File: src/rtl/digit_display_controller_if.sv
// Button inputs and display-control outputs of the digit display controller.
// Latency: none, wires only.
// Backpressure: none; levels only, no handshake.
interface digit_display_controller_if;
    logic       btnL;
    logic       btnR;
    logic [1:0] set9;
    logic       press_flash;
    logic [2:0] state;

    // Environment side: drives the buttons and observes the display controls.
    modport master (
        output btnL,
        output btnR,
        input  set9,
        input  press_flash,
        input  state
    );

    // Controller side.
    modport slave (
        input  btnL,
        input  btnR,
        output set9,
        output press_flash,
        output state
    );
endinterface

File: src/rtl/digit_display_controller.sv
// Debounces btnL/btnR and sequences the two 9-digit enables plus the press-highlight flag.
// Latency: a button is sampled high at edge N; its press acts at edge N+DEBOUNCE_MS+1.
// Backpressure: none; this is free-running on the 1 kHz clock and every output is registered.
module digit_display_controller #(
    parameter int DEBOUNCE_MS = 20,
    parameter int BLINK_MS    = 250,
    parameter int HOLD_MS     = 3000,
    parameter int FLASH_MS    = 100
) (
    input  logic                      clock,
    input  logic                      reset,
    digit_display_controller_if.slave io
);
    localparam int DBW = $clog2(DEBOUNCE_MS);
    localparam int HW  = $clog2(HOLD_MS + 1);
    localparam int BW  = $clog2(BLINK_MS + 1);
    localparam int FW  = $clog2(FLASH_MS + 1);

    localparam logic [DBW-1:0] DB_LAST    = DBW'(DEBOUNCE_MS - 1);
    localparam logic [HW-1:0]  HOLD_LAST  = HW'(HOLD_MS - 1);
    localparam logic [BW-1:0]  BLINK_LAST = BW'(BLINK_MS - 1);
    localparam logic [FW-1:0]  FLASH_LAST = FW'(FLASH_MS - 1);

    typedef enum logic [2:0] {
        IDLE     = 3'd0,
        LEFT_ON  = 3'd1,
        RIGHT_ON = 3'd2,
        BOTH_ON  = 3'd3,
        BLINK    = 3'd4
    } state_e;

    // Index 1 is the left button and index 0 the right one, matching set9.
    logic [1:0]     sync1_q;
    logic [1:0]     sync2_q;
    logic [1:0]     db_q;
    logic [DBW-1:0] dbc_q [2];
    logic [1:0]     press;

    state_e         state_q, state_d;
    logic [1:0]     set9_q, set9_d;
    logic [HW-1:0]  hold_q, hold_d;
    logic [BW-1:0]  phase_q, phase_d;
    logic [FW-1:0]  flash_cnt_q, flash_cnt_d;
    logic           flash_q, flash_d;

    logic p_l, p_r, p_lr;

    // Two-flop synchroniser followed by a per-button debounce counter.
    always_ff @(posedge clock) begin
        if (reset) begin
            sync1_q <= '0;
            sync2_q <= '0;
            db_q    <= '0;
            for (int i = 0; i < 2; i++) dbc_q[i] <= '0;
        end else begin
            sync1_q <= {io.btnL, io.btnR};
            sync2_q <= sync1_q;
            for (int i = 0; i < 2; i++) begin
                if (sync2_q[i] == db_q[i]) begin
                    dbc_q[i] <= '0;
                end else if (dbc_q[i] == DB_LAST) begin
                    db_q[i]  <= sync2_q[i];
                    dbc_q[i] <= '0;
                end else begin
                    dbc_q[i] <= dbc_q[i] + 1'b1;
                end
            end
        end
    end

    // A press is the edge on which the debounced level is about to rise.
    // It is decoded early so the FSM moves on that same edge.
    always_comb begin
        press = '0;
        for (int i = 0; i < 2; i++) begin
            press[i] = sync2_q[i] & ~db_q[i] & (dbc_q[i] == DB_LAST);
        end
    end

    assign p_l  = press[1];
    assign p_r  = press[0];
    assign p_lr = press[1] & press[0];

    // Next state, digit enables, hold/blink timers and the flash counter.
    always_comb begin
        state_d     = state_q;
        set9_d      = set9_q;
        hold_d      = '0;
        phase_d     = phase_q;
        flash_cnt_d = flash_cnt_q;
        flash_d     = 1'b0;

        unique case (state_q)
            IDLE: begin
                if      (p_lr) state_d = BLINK;
                else if (p_l)  state_d = LEFT_ON;
                else if (p_r)  state_d = RIGHT_ON;
            end
            LEFT_ON: begin
                if      (p_lr) state_d = BLINK;
                else if (p_l)  state_d = IDLE;
                else if (p_r)  state_d = BOTH_ON;
            end
            RIGHT_ON: begin
                if      (p_lr) state_d = BLINK;
                else if (p_r)  state_d = IDLE;
                else if (p_l)  state_d = BOTH_ON;
            end
            BOTH_ON: begin
                // Presses are tested before the timeout so they win a tie.
                if      (p_lr)                state_d = BLINK;
                else if (p_l)                 state_d = RIGHT_ON;
                else if (p_r)                 state_d = LEFT_ON;
                else if (hold_q == HOLD_LAST) state_d = BLINK;
            end
            BLINK: begin
                if      (p_lr)       state_d = IDLE;
                else if (p_l || p_r) state_d = BOTH_ON;
            end
            default: state_d = IDLE;
        endcase

        // The hold timer restarts on entry and counts while BOTH_ON persists.
        if (state_d == BOTH_ON && state_q == BOTH_ON) begin
            hold_d = hold_q + 1'b1;
        end

        unique case (state_d)
            IDLE:     set9_d = 2'b00;
            LEFT_ON:  set9_d = 2'b10;
            RIGHT_ON: set9_d = 2'b01;
            BOTH_ON:  set9_d = 2'b11;
            BLINK: begin
                if (state_q != BLINK) begin
                    set9_d  = 2'b11;
                    phase_d = '0;
                end else if (phase_q == BLINK_LAST) begin
                    set9_d  = ~set9_q;
                    phase_d = '0;
                end else begin
                    phase_d = phase_q + 1'b1;
                end
            end
            default: set9_d = 2'b00;
        endcase

        // Any press reloads the full flash window, including one that is already running.
        if (p_l || p_r) begin
            flash_cnt_d = FLASH_LAST;
            flash_d     = 1'b1;
        end else if (flash_cnt_q != '0) begin
            flash_cnt_d = flash_cnt_q - 1'b1;
            flash_d     = 1'b1;
        end
    end

    // State and output registers; set9 updates on the same edge as the state.
    always_ff @(posedge clock) begin
        if (reset) begin
            state_q     <= IDLE;
            set9_q      <= 2'b00;
            hold_q      <= '0;
            phase_q     <= '0;
            flash_cnt_q <= '0;
            flash_q     <= 1'b0;
        end else begin
            state_q     <= state_d;
            set9_q      <= set9_d;
            hold_q      <= hold_d;
            phase_q     <= phase_d;
            flash_cnt_q <= flash_cnt_d;
            flash_q     <= flash_d;
        end
    end

    assign io.set9        = set9_q;
    assign io.press_flash = flash_q;
    assign io.state       = state_q;
endmodule

File: src/flat_wrapper.sv
// flat-port wrapper written by rule: the top's interface ports become plain ports
module digit_display_controller_flat 
#(
    parameter int DEBOUNCE_MS = 20,
    parameter int BLINK_MS    = 250,
    parameter int HOLD_MS     = 3000,
    parameter int FLASH_MS    = 100
)
  (clock, reset, io_btnL, io_btnR, io_set9, io_press_flash, io_state);
  digit_display_controller_if io_i ();
  input  logic clock;
  input  logic reset;
  input wire logic [$bits(io_i.btnL)-1:0] io_btnL;
  input wire logic [$bits(io_i.btnR)-1:0] io_btnR;
  output wire logic [$bits(io_i.set9)-1:0] io_set9;
  output wire logic [$bits(io_i.press_flash)-1:0] io_press_flash;
  output wire logic [$bits(io_i.state)-1:0] io_state;
  assign io_i.btnL = io_btnL;
  assign io_i.btnR = io_btnR;
  assign io_set9 = io_i.set9;
  assign io_press_flash = io_i.press_flash;
  assign io_state = io_i.state;
  digit_display_controller #(.DEBOUNCE_MS(DEBOUNCE_MS), .BLINK_MS(BLINK_MS), .HOLD_MS(HOLD_MS), .FLASH_MS(FLASH_MS)) u_core (.clock(clock), .reset(reset), .io(io_i));
endmodule
File: config.mk
export PLATFORM = sky130hd
export DESIGN_NAME = digit_display_controller_flat
export DESIGN_NICKNAME = d
export VERILOG_FILES = /design/src/rtl/digit_display_controller_if.sv /design/src/rtl/digit_display_controller.sv /design/src/flat_wrapper.sv
export SDC_FILE = /design/constraint.sdc
export NUM_CORES = 1
export LEC_CHECK = 0
export ABC_AREA = 0
export BUFFER_PORTS_ARGS = -buffer_cell sky130_fd_sc_hd__buf_4
export CORE_MARGIN = 5
export CORE_UTILIZATION = 40
export CTS_CLUSTER_DIAMETER = 120
export DETAILED_ROUTE_END_ITERATION = 12
export GPL_TIMING_DRIVEN = 1
export PLACE_DENSITY = 0.52
export SLEW_MARGIN = 20
export SYNTH_ARGS = -nofsm -noshare
export SYNTH_HDL_FRONTEND = slang
export SYNTH_SLANG_ARGS = --single-unit
File: constraint.sdc
create_clock -name clock -period 5.43 [get_ports clock]
set_input_delay 0.2715 -clock clock [delete_from_list [all_inputs] [get_ports clock]]
set_output_delay 0.2715 -clock clock [all_outputs]
set_load 0.01 [all_outputs]
== Word-level counts from Yosys, hierarchy flattened ==
Memory sizes are Yosys's and may differ from the RTL's.
Cells that the tools add are included.

* Add/sub/neg operators: 5
* Equality and inequality tests: 16
* Muxes and demuxes: 55
* Bitwise operators: 17
* Reductions and logical operators: 9

{| class="wikitable"
|+ Operator list
! operator !! number
|-
| 3-bit two-way mux || 15
|-
| 5-bit two-way mux || 6
|-
| 1-bit two-way mux || 26
|-
| 8-bit two-way mux || 2
|-
| 3-bit one-hot mux with 5 select lines || 1
|-
| 7-bit two-way mux || 2
|-
| 12-bit by 1-bit adder with 12-bit output, second input constant || 1
|-
| 12-bit equality test, second input constant || 1
|-
| 3-bit by 2-bit equality test with 1-bit output, second input constant || 4
|-
| 5-bit by 1-bit adder with 5-bit output, second input constant || 2
|-
| 5-bit equality test, second input constant || 2
|-
| 8-bit by 1-bit adder with 8-bit output, second input constant || 1
|-
| 8-bit equality test, second input constant || 1
|-
| 2-bit one-hot mux with 4 select lines || 1
|-
| 7-bit nonzero test || 1
|-
| 7-bit by 1-bit subtractor with 7-bit output, second input constant || 1
|-
| 3-bit by 1-bit equality test with 1-bit output, second input constant || 2
|-
| 3-bit equality test, second input constant || 2
|-
| 1-bit OR || 6
|-
| 1-bit AND || 5
|-
| 1-bit inverter || 5
|-
| 2-bit two-way mux || 2
|-
| 2-bit AND reduction || 2
|-
| 2-bit OR reduction || 2
|-
| other kinds (8) || 9
|}

* Bits in registers: 39
* RAM bits: 10
* Bits of input ports: 4
* Word-level logic and storage cells: 114
* Memories kept: 1

{| class="wikitable"
|+ Memories
! name !! words !! bits a word !! read ports !! clocked after memory_dff !! wr ports !! RTL line !! text
|-
| u_core.dbc_q || 2 || 5 || 2 || 0 || 2 || digit_display_controller.sv:36 || <nowiki>logic [DBW-1:0] dbc_q [2];</nowiki>
|}

== Logic depth before layout (Yosys ltp) ==
Gate-level depths: netlist of the first run.

* Word-level depth: 11
* Gate-level depth with buffers: 8
* Mapped depth without buffers: 7

== Worst setup path after synthesis of the first run ==
OpenSTA, ideal clock, no wires.

* Path kind: reg2reg
* Start: memory u_core.dbc_q[1][0] (netlist bit)
* End: register u_core.hold_q[9]
* Setup time: 0.064 ns
* Data arrival time: 1.776 ns
* Slack: 3.590 ns
* Stages on the path, launching flop included: 8
* Path buffers: 2
* Period minus slack after synthesis: 1.840 ns
* Path through: edfxtp_1 -> ha_1 -> nand4bb_1 -> buf_2 -> o21ai_1 -> or4_4 -> buf_6 -> nor2_1

{| class="wikitable"
|+ RTL lines
! element !! RTL line !! text
|-
| from (decl) || digit_display_controller.sv:36 ||
|-
| to (signal assigned) || digit_display_controller.sv:169 || <nowiki>hold_q <= hold_d;</nowiki>
|-
| to (decl) || digit_display_controller.sv:41 || <nowiki>logic [HW-1:0] hold_q, hold_d;</nowiki>
|}

==> flow_summary.ini, run 1 <==
[drt]
vias = 1906
routedWlPerCell_um = 12.74
via_per_inst = 5.251
drcViolationCount = 0
drt.antenna.violating_nets = 0
dr.pass1.iters = 4
routed_wl_mm = 4.623
drt_iter0_drc = 119

[clocking]
clk_path_buf_depth = 2
post_cts_buffers = 0
clk_pin_slew_ps = 90
insertion_delay_ps = 300
cts_tree = built
numCtsBuffers = 5
holdBufCountCts = 0
cts_sinks = 49
cts-root-buf = clkbuf_8
h-tree-depth = 2
cts_resized = 0

[grt]
grt_pass1_wl_mm = 8.183
grt_pass1_vias = 1767
antenna_found_initial = 0
grt_overflow = 0
grt.total_usage_pct = 13.14
grt_max_degree = 28

[layout]
area_growth_pct = 10.48
fin_area_um2 = 2704
n_fill_cell = 595
fin_nets = 299
drive_gt1_share_pct = 9.722
final_cells = 363
insertedDiodeCount = 0
multi_input_area_um2 = 1306
regArea_um2 = 1081

[power]
p_int_uw = 583.4
pwr-share-comb_pct = 17.1
swShare_pct = 26.37
p_switching_uw = 209.0
power_frac_clock_pct = 30.1
power_frac_seq_pct = 52.8
power_density_nw_per_um2 = 293.1
ir_drop_mv = 0.1879
p_leak_nw = 0.9047

[setup_path]
critPathBufInv = 0
crit_chain = ha_1 -> nand4bb_1 -> o22ai_1 -> nor2_1 -> a41oi_1 -> a311oi_1
cp.required_ps = 5610
arrival_ps = 2380
max_stage_delay_ps = 630
cp_top_family = compound AO/OA/AOI/OAI gates
path_class = reg -> reg
critPathSlowestCell = o22ai_1
startpoint_type = flip-flop
worstPathMaxFanout = 9
crit_path_end_kind = flip-flop

[synth]
syn_area_um2 = 2447
ys_seq_area_share_pct = 44.17
ys_seq_elements = 49
yosys_warnings = 0
syn_avg_cell_area_um2 = 9.064
synthCells = 270
yosysUniqueCellTypes = 49

[sta]
relSlewSlack_pct = 58.85
finClkSkew_ps = 6.648
rsz0062_at_grt = no
maxSlewViolCount = 0
min_period_over_period_pct = 40.57
hold_viol = 0
tightest_slew_ps = 617.3
tns_ps = 0
setup_viol = 0
fmax_ghz = 0.4540
finalCriticalPeriod_ps = 2203

[place]
place_inst = 355
gp_routability_congestion = 0.7799
dpl-instance-area_um2 = 2601
dp_hpwl_mm = 3.298
placement.io_buffers = 9

[floorplan]
std_cell_rows = 28
start_util_pct = 41.34
design.die.area_um2 = 7783
die_h_um = 88.22
die_w_um = 88.22
coreArea_um2 = 5921
ios = 10

[hold_path]
hold_class = in -> reg

[run]
maxCapViolations = 0

[run_status]
status = completed
## registers in the layout, indices dropped and copies added, names as in the netlist
register / cells
u_core.hold_q: 12
u_core.dbc_q: 10
u_core.phase_q: 8
u_core.flash_cnt_q: 7
u_core.io.state: 3
u_core.db_q: 2
u_core.io.set9: 2
u_core.sync1_q: 2
u_core.sync2_q: 2
u_core.io.press_flash: 1
## path summary, 6_finish.rpt
path	slack, ps	depth (start not counted)	start	to
max	3230	6	u_core.dbc_q[1][0]	u_core.phase_q[4]
max reg2reg	3230	6	u_core.dbc_q[1][0]	u_core.phase_q[4]
min	180	2	io_btnL	u_core.sync1_q[1]
min reg2reg	450	1	u_core.hold_q[0]	u_core.hold_q[0]
## through the flow
step,worst slack [ps],util [%],total power [mW],hold WS (ps)
5_1_grt,2972,45.67,0.8443,170.9
4_1_cts,3186,45.67,0.8043,174.0
6_report,3227,45.67,0.7924,177.3
3_3_place_gp,3287,43.93,0.5621,434.5
3_5_place_dp,3209,43.93,0.5629,437.5
2_1_floorplan,3590,-,0.5354,399.7
## Yosys cell counts, drive strengths merged
library cell | instances | area [µm²]
nand3 | 15 | 75.07
o32a | 1 | 10.01
o31ai | 2 | 20.02
edfxtp | 10 | 300.3
conb | 1 | 3.750
a31oi | 1 | 6.260
nand2b | 1 | 6.260
buf | 4 | 26.27
nor3b | 1 | 12.51
o21ai | 12 | 71.32
ha | 8 | 100.1
and4bb | 2 | 25.02
o32ai | 1 | 8.760
dfxtp | 39 | 780.8
xor2 | 8 | 70.07
nand4bb | 3 | 50.05
nor4 | 4 | 25.02
a311oi | 5 | 43.79
inv | 14 | 52.55
a41oi | 1 | 8.760
or3 | 11 | 70.07
nor2b | 4 | 25.02
mux2i | 1 | 10.01
nand4 | 3 | 25.02
a2111oi | 3 | 26.28
a21oi | 14 | 70.07
o21a | 2 | 15.01
a211oi | 3 | 22.52
o221ai | 1 | 15.01
nor3 | 4 | 20.02
clkbuf | 4 | 15.01
nand3b | 2 | 15.01
mux2 | 1 | 11.26
or4 | 1 | 11.26
and3 | 3 | 18.77
nor2 | 49 | 191.4
a41o | 1 | 10.01
xnor2 | 12 | 105.1
o22ai | 1 | 6.260
nand2 | 16 | 60.06
o211ai | 1 | 7.510
## power groups by stage
| stage | clock network, mW | logic [mW] | registers (mW) |
|---|---|---|---|
| 5_1_grt | 0.264 | 0.158 | 0.423 |
| 3_3_place_gp | 0 | 0.134 | 0.428 |
| 6_report | 0.239 | 0.135 | 0.418 |
| 3_5_place_dp | 0 | 0.136 | 0.427 |
| 2_1_floorplan | 0 | 0.111 | 0.424 |
| 4_1_cts | 0.249 | 0.137 | 0.419 |
## logic make-up after synthesis
kind of cell	after synthesis	synth area share [%]
and+or+nand+nor	119	25.77
other	1	0.1532
adders and majority gates	8	4.090
xor gates and xnor gates	20	7.158
buffers and inverters	22	3.834
muxes	2	0.8691
AOI/OAI and AO/OA	49	13.96
DFF	49	44.17
## cell type report
class,count,area share [%]
multi-input combinational,208,48.31
tap,75,3.471
clock buffer,7,3.609
timing repair buffer,9,2.499
sequential,49,39.98
clock inverter,1,0.1851
inverter,14,1.944
## worst register-to-register path, stage by stage (launching register included)
cell and delay [ps]:
edfxtp_1 380, ha_1 230, nand4bb_1 350, o22ai_1 630, nor2_1 170, a41oi_1 250
a311oi_1 70
## layer usage
layer | wire, µm | global-route usage, % | vias to the layer above | share of wire, %
li1 | - | - | 985 | -
met1 | 2437 | 19.07 | 897 | 53
met2 | 1997 | 19.24 | 20 | 43
met3 | 148 | 4.004 | 4 | 3.2
met4 | 40 | 2.885 | 0 | 0.87
met5 | 0 | 0 | - | 0
## layout by cell type, fill, tap and decap left out, types with 8 or more instances in the layout
master / instances
buf_4: 9
nand3_1: 15
dfxtp_1: 39
o21ai_0: 9
nor2_1: 48
xnor2_1: 12
edfxtp_1: 10
or3_1: 10
a21oi_1: 14
nand2_1: 16
xor2_1: 8
ha_1: 8
inv_1: 14
conb_1: 10
Power figures use the tool's default switching activity.
==> run 2: changes to the inputs <==
Settings changed: PLACE_DENSITY 0.52 to 0.54.
Clock period 5.43 ns to 1.9 ns, I/O delays scaled along.
==> flow_summary.ini, run 2 (synthesis gave the netlist of run 1 again) <==
[run_status]
status = completed

[grt]
grt_max_degree = 28
grt.total_usage_pct = 13.92
grt_pass1_vias = 1942
met1_usage_pct = 18.01
antenna_found_initial = 0
met2_usage_pct = 22.91
grt_pass1_wl_mm = 8.631
grt_overflow = 0
busiest_layer = met2
grt_use_met3_pct = 2.793

[drt]
routedWlPerCell_um = 12.28
dr.pass1.iters = 5
drt_iter0_drc = 66
drt.antenna.violating_nets = 0
via_per_inst = 5.085
drcViolationCount = 0
routed_wl_mm = 4.886
vias = 2024

[sta]
finalCriticalPeriod_ps = 1883
rsz0062_at_grt = yes
maxSlewViolCount = 0
finClkSkew_ps = 7.734
fmax_ghz = 0.5310
setup_viol = 0
hold_viol = 0
holdWs_ps = 19.15
min_period_over_period_pct = 99.12

[layout]
drive_gt1_share_pct = 25.08
fin_area_um2 = 3068
n_fill_cell = 573
reg_top3 = u_core.hold_q x12, u_core.dbc_q x10, u_core.phase_q x8
regMostFlops = u_core.hold_q
fin_nets = 334
final_cell_mix = nor2_1 (48), buf_4 (42), dfxtp_1 (35)
final_common_cell = nor2_1
insertedDiodeCount = 0
area_growth_pct = 25.36
largest_reg_flops = 12

[setup_path]
cp.required_ps = 2070
r2r_setup_slack_ps = 20
regToRegEndpoint = u_core.phase_q[4]
reg2regPathDepth = 6
crit_path_end_kind = flip-flop
path_class = reg -> reg
timing.rr.start = u_core.hold_q[1]
startpoint_type = flip-flop
arrival_ps = 2050
worstPathMaxFanout = 7

[hold_path]
hold_class = in -> reg
min_from = io_btnL
hold-path-endpoint = u_core.sync1_q[1]
hold_depth = 2

[clocking]
clk_path_buf_depth = 2
cts_sinks = 49
numCtsBuffers = 5
insertion_delay_ps = 300
clk_pin_slew_ps = 80
h-tree-depth = 2
cts-root-buf = clkbuf_8
cts_tree = built

[power]
ir_drop_mv = 0.5681
swShare_pct = 26.69
power_density_nw_per_um2 = 714.0
p_leak_nw = 1.081
power_frac_seq_pct = 54.6
p_total_mw = 2.190
p_switching_uw = 584.6
p_int_mw = 1.606
pwr-share-comb_pct = 18.4
power_frac_clock_pct = 27.0

[run]
maxCapViolations = 0

[floorplan]
die_h_um = 88.22
design.die.area_um2 = 7783
die_w_um = 88.22
start_util_pct = 41.34
ios = 10
std_cell_rows = 28
coreArea_um2 = 5921

[place]
placement.io_buffers = 9
dpl-instance-area_um2 = 2834
gp_routability_congestion = 0.7855
dp_hpwl_mm = 3.577
run 2: changes by cell type in the layout (fill, tap and decap cells not counted), sizes merged:
cell,before,now
clkinv,1,0
inv,14,15
buf,9,43
dlygate4sd3,0,1
run 2: area by class of cell:
type                            count  area [µm²]  share of cell area, %
Clock buffer                        7       76.32                  2.488
Clock inverter                      1       6.256                 0.2039
Inverter                           14       52.55                  1.713
Multi-Input combinational cell    208        1416                  46.17
Sequential cell                    49        1086                  35.40
Tap cell                           75       93.84                  3.059
Timing Repair Buffer               44       336.6                  10.97
run 2: power by group through the flow:
stage | combinational (mW) | sequential [mW] | clock, mW
2_1_floorplan | 0.318 | 1.21 | 0
3_3_place_gp | 0.394 | 1.22 | 0
3_5_place_dp | 0.397 | 1.22 | 0
4_1_cts | 0.401 | 1.20 | 0.622
5_1_grt | 0.470 | 1.21 | 0.669
6_report | 0.403 | 1.20 | 0.592
run 2: metal layers:
| metal | vias to the layer above | part of all wire [%] | wire length, µm |
|---|---|---|---|
| li1 | 1058 | - | - |
| met1 | 937 | 49 | 2388 |
| met2 | 23 | 46 | 2267 |
| met3 | 6 | 3.3 | 162 |
| met4 | 0 | 1.4 | 67 |
| met5 | - | 0 | 0 |
run 2: worst max-delay path by stage:
stage | cells past startpoint | end | slack, ps | from
floorplan | 7 | u_core.hold_q[9] | 60 | u_core.dbc_q[1][0]
global placement | 6 | u_core.io.set9[1] | -40 | u_core.dbc_q[0][0]
detailed placement | 6 | u_core.io.set9[1] | -70 | u_core.dbc_q[0][0]
CTS | 6 | u_core.phase_q[4] | 5 | u_core.dbc_q[1][0]
global route | 8 | u_core.phase_q[1] | -70 | u_core.dbc_q[1][1]
finish | 6 | u_core.phase_q[4] | 20 | u_core.hold_q[1]
run 2: stage by stage:
stage,setup slack [ps],utilization (%),cells,TNS [ps]
finish,16.78,51.82,398,0
global placement,-41.85,47.87,386,-75.56
floorplan,59.54,-,279,0
global route,-67.34,51.82,398,-514.6
CTS,4.746,50.27,396,0
detailed placement,-67.17,47.87,386,-106.2
run 2: critical path, cell delays in order, from the launching register on:
cell and delay (ps):
dfxtp_2 360, ha_4 150, nand4_4 80, or3_1 340, o32a_1 410, o21ai_4 270, a311oi_2 140
run 2: repair_timing:
item / 4_1_cts / 5_1_grt
gates resized for setup: 11 / 18
endpoints found under the setup margin: 8 / 16
pin swaps: 6 / 6
hold endpoints to repair: 1 / 0
buffers inserted: 1 / 2
hold buffers: 1 / 0
==> run 3: changes to the inputs <==
Settings changed: CELL_PAD_IN_SITES_DETAIL_PLACEMENT from default to 0, CELL_PAD_IN_SITES_GLOBAL_PLACEMENT from default to 1, PLACE_DENSITY 0.54 to 0.67.
==> flow_summary.ini, run 3 (synthesis gave the netlist of run 1 again) <==
[setup_path]
startpoint_type = flip-flop
regToRegEndpoint = u_core.phase_q[1]
reg2regPathDepth = 7
cp_top_family = simple AND/OR/NAND/NOR gates
critPathBufInv = 1
crit_path_end_kind = flip-flop
crit_chain = ha_2 -> nand4bb_4 -> buf_4 -> o221ai_2 -> o31ai_4 -> or3_1 -> a21oi_1
r2r_setup_slack_ps = -20
arrival_ps = 2140
timing.rr.start = u_core.dbc_q[0][0]
worstPathMaxFanout = 6
cp.required_ps = 2130
path_class = reg -> reg
critPathSlowestCell = edfxtp_1
max_stage_delay_ps = 370

[run_status]
violations = negative setup slack
status = finished with violations

[layout]
final_common_cell = nor2_1
drive_gt1_share_pct = 26.85
insertedDiodeCount = 0
final_core_util_pct = 53.55
final_cell_mix = nor2_1 (48), buf_4 (44), dfxtp_1 (36)
reg_top3 = u_core.hold_q x12, u_core.dbc_q x10, u_core.phase_q x8
area_growth_pct = 29.55
fin_nets = 335
regMostFlops = u_core.hold_q
largest_reg_flops = 12

[floorplan]
ios = 10
std_cell_rows = 28
start_util_pct = 41.34
die_h_um = 88.22
die_w_um = 88.22
design.die.area_um2 = 7783
coreArea_um2 = 5921

[sta]
finClkSkew_ps = 3.692
rsz0062_at_grt = yes
hold_viol = 0
finalCriticalPeriod_ps = 1915
min_period_over_period_pct = 100.8
tightest_slew_ps = 524.3
relSlewSlack_pct = 64.84
fmax_ghz = 0.5221
setup_viol = 2
maxSlewViolCount = 0
finalWorstSetupSlack_ps = -15.20
holdWs_ps = 7.026

[hold_path]
hold_class = in -> reg
hold_depth = 2
min_from = io_btnL
hold-path-endpoint = u_core.sync1_q[1]

[drt]
drt_iter0_drc = 99
drt.antenna.violating_nets = 0
routed_wl_mm = 5.268
vias = 2045
drcViolationCount = 0
via_per_inst = 5.125
routedWlPerCell_um = 13.20
dr.pass1.iters = 4

[clocking]
h-tree-depth = 2
cts-root-buf = clkbuf_8
cts_sinks = 49
numCtsBuffers = 5
clk_pin_slew_ps = 90
cts_tree = built
clk_path_buf_depth = 2
insertion_delay_ps = 290

[place]
dp_hpwl_mm = 3.668
placement.io_buffers = 9
gp_routability_congestion = 0.7458
place_ws_ps = -111.2

[grt]
antenna_found_initial = 0
grt_overflow = 0
grt_pass1_wl_mm = 8.694
grt_pass1_vias = 1965
grt.total_usage_pct = 13.94
grt_max_degree = 28

[run]
maxCapViolations = 0

[power]
p_total_mw = 2.340
power_density_nw_per_um2 = 738.0
ir_drop_mv = 0.4559
p_leak_nw = 1.133
run 3: worst max-delay path by stage:
stage | endpoint | from | cells after the start
after floorplan | u_core.hold_q[9] | u_core.dbc_q[1][0] | 7
after global placement | u_core.io.set9[0] | u_core.dbc_q[1][0] | 6
after detailed placement | u_core.io.set9[0] | u_core.dbc_q[1][0] | 6
after CTS | u_core.io.set9[0] | u_core.dbc_q[1][1] | 7
after global routing | u_core.io.set9[1] | u_core.dbc_q[1][0] | 6
final | u_core.phase_q[1] | u_core.dbc_q[0][0] | 7
run 3: worst register-to-register path: cells and delay by family, from the launching register on:
kind	cells	cell delay, ps
buffers and inverters	1	190
DFF	1	370
adders and majority gates	1	220
AOI/OAI and AO/OA	3	520
and+or+nand+nor	2	540
run 3: layer usage:
| metal | vias up | wire (µm) | GRT usage [%] |
|---|---|---|---|
| met3 | 9 | 132 | 3.631 |
| met4 | 0 | 63 | 2.885 |
| li1 | 1057 | - | - |
| met1 | 962 | 2553 | 18.21 |
| met2 | 17 | 2518 | 23.32 |
| met5 | - | 0 | 0 |
run 3: area by class of cell:
type	count	area, µm²
Timing Repair Buffer	45	340.3
Tap cell	75	93.84
Sequential cell	49	1085
Clock buffer	5	68.82
Multi-Input combinational cell	208	1490
Fill cell	579	2750
Clock inverter	3	40.04
Inverter	14	52.55
run 3: power by group:
part / leakage [nW] / total, mW / internal, mW / switching (mW)
clock network: 0.0561 / 0.735 / 0.389 / 0.346
registers: 0.421 / 1.20 / 1.14 / 0.0579
logic: 0.655 / 0.406 / 0.207 / 0.199
total: 1.13 / 2.34 / 1.74 / 0.603
run 3: repair_timing:
item,CTS,global route
gates resized for setup,13,25
endpoints found under the hold margin,1,0
pin swaps,8,6
setup endpoints to repair,10,24
buffers inserted,1,4
hold buffers,1,0
run 3: per-stage QoR:
stage          cell area [µm²]  cells  TNS [ps]
4_1_cts                   3007    395    -25.84
6_report                  3171    399    -24.26
5_1_grt                   3171    399    -380.6
3_3_place_gp              2826    385    -52.22
3_5_place_dp              2826    385    -301.0
2_1_floorplan             2481    279         0
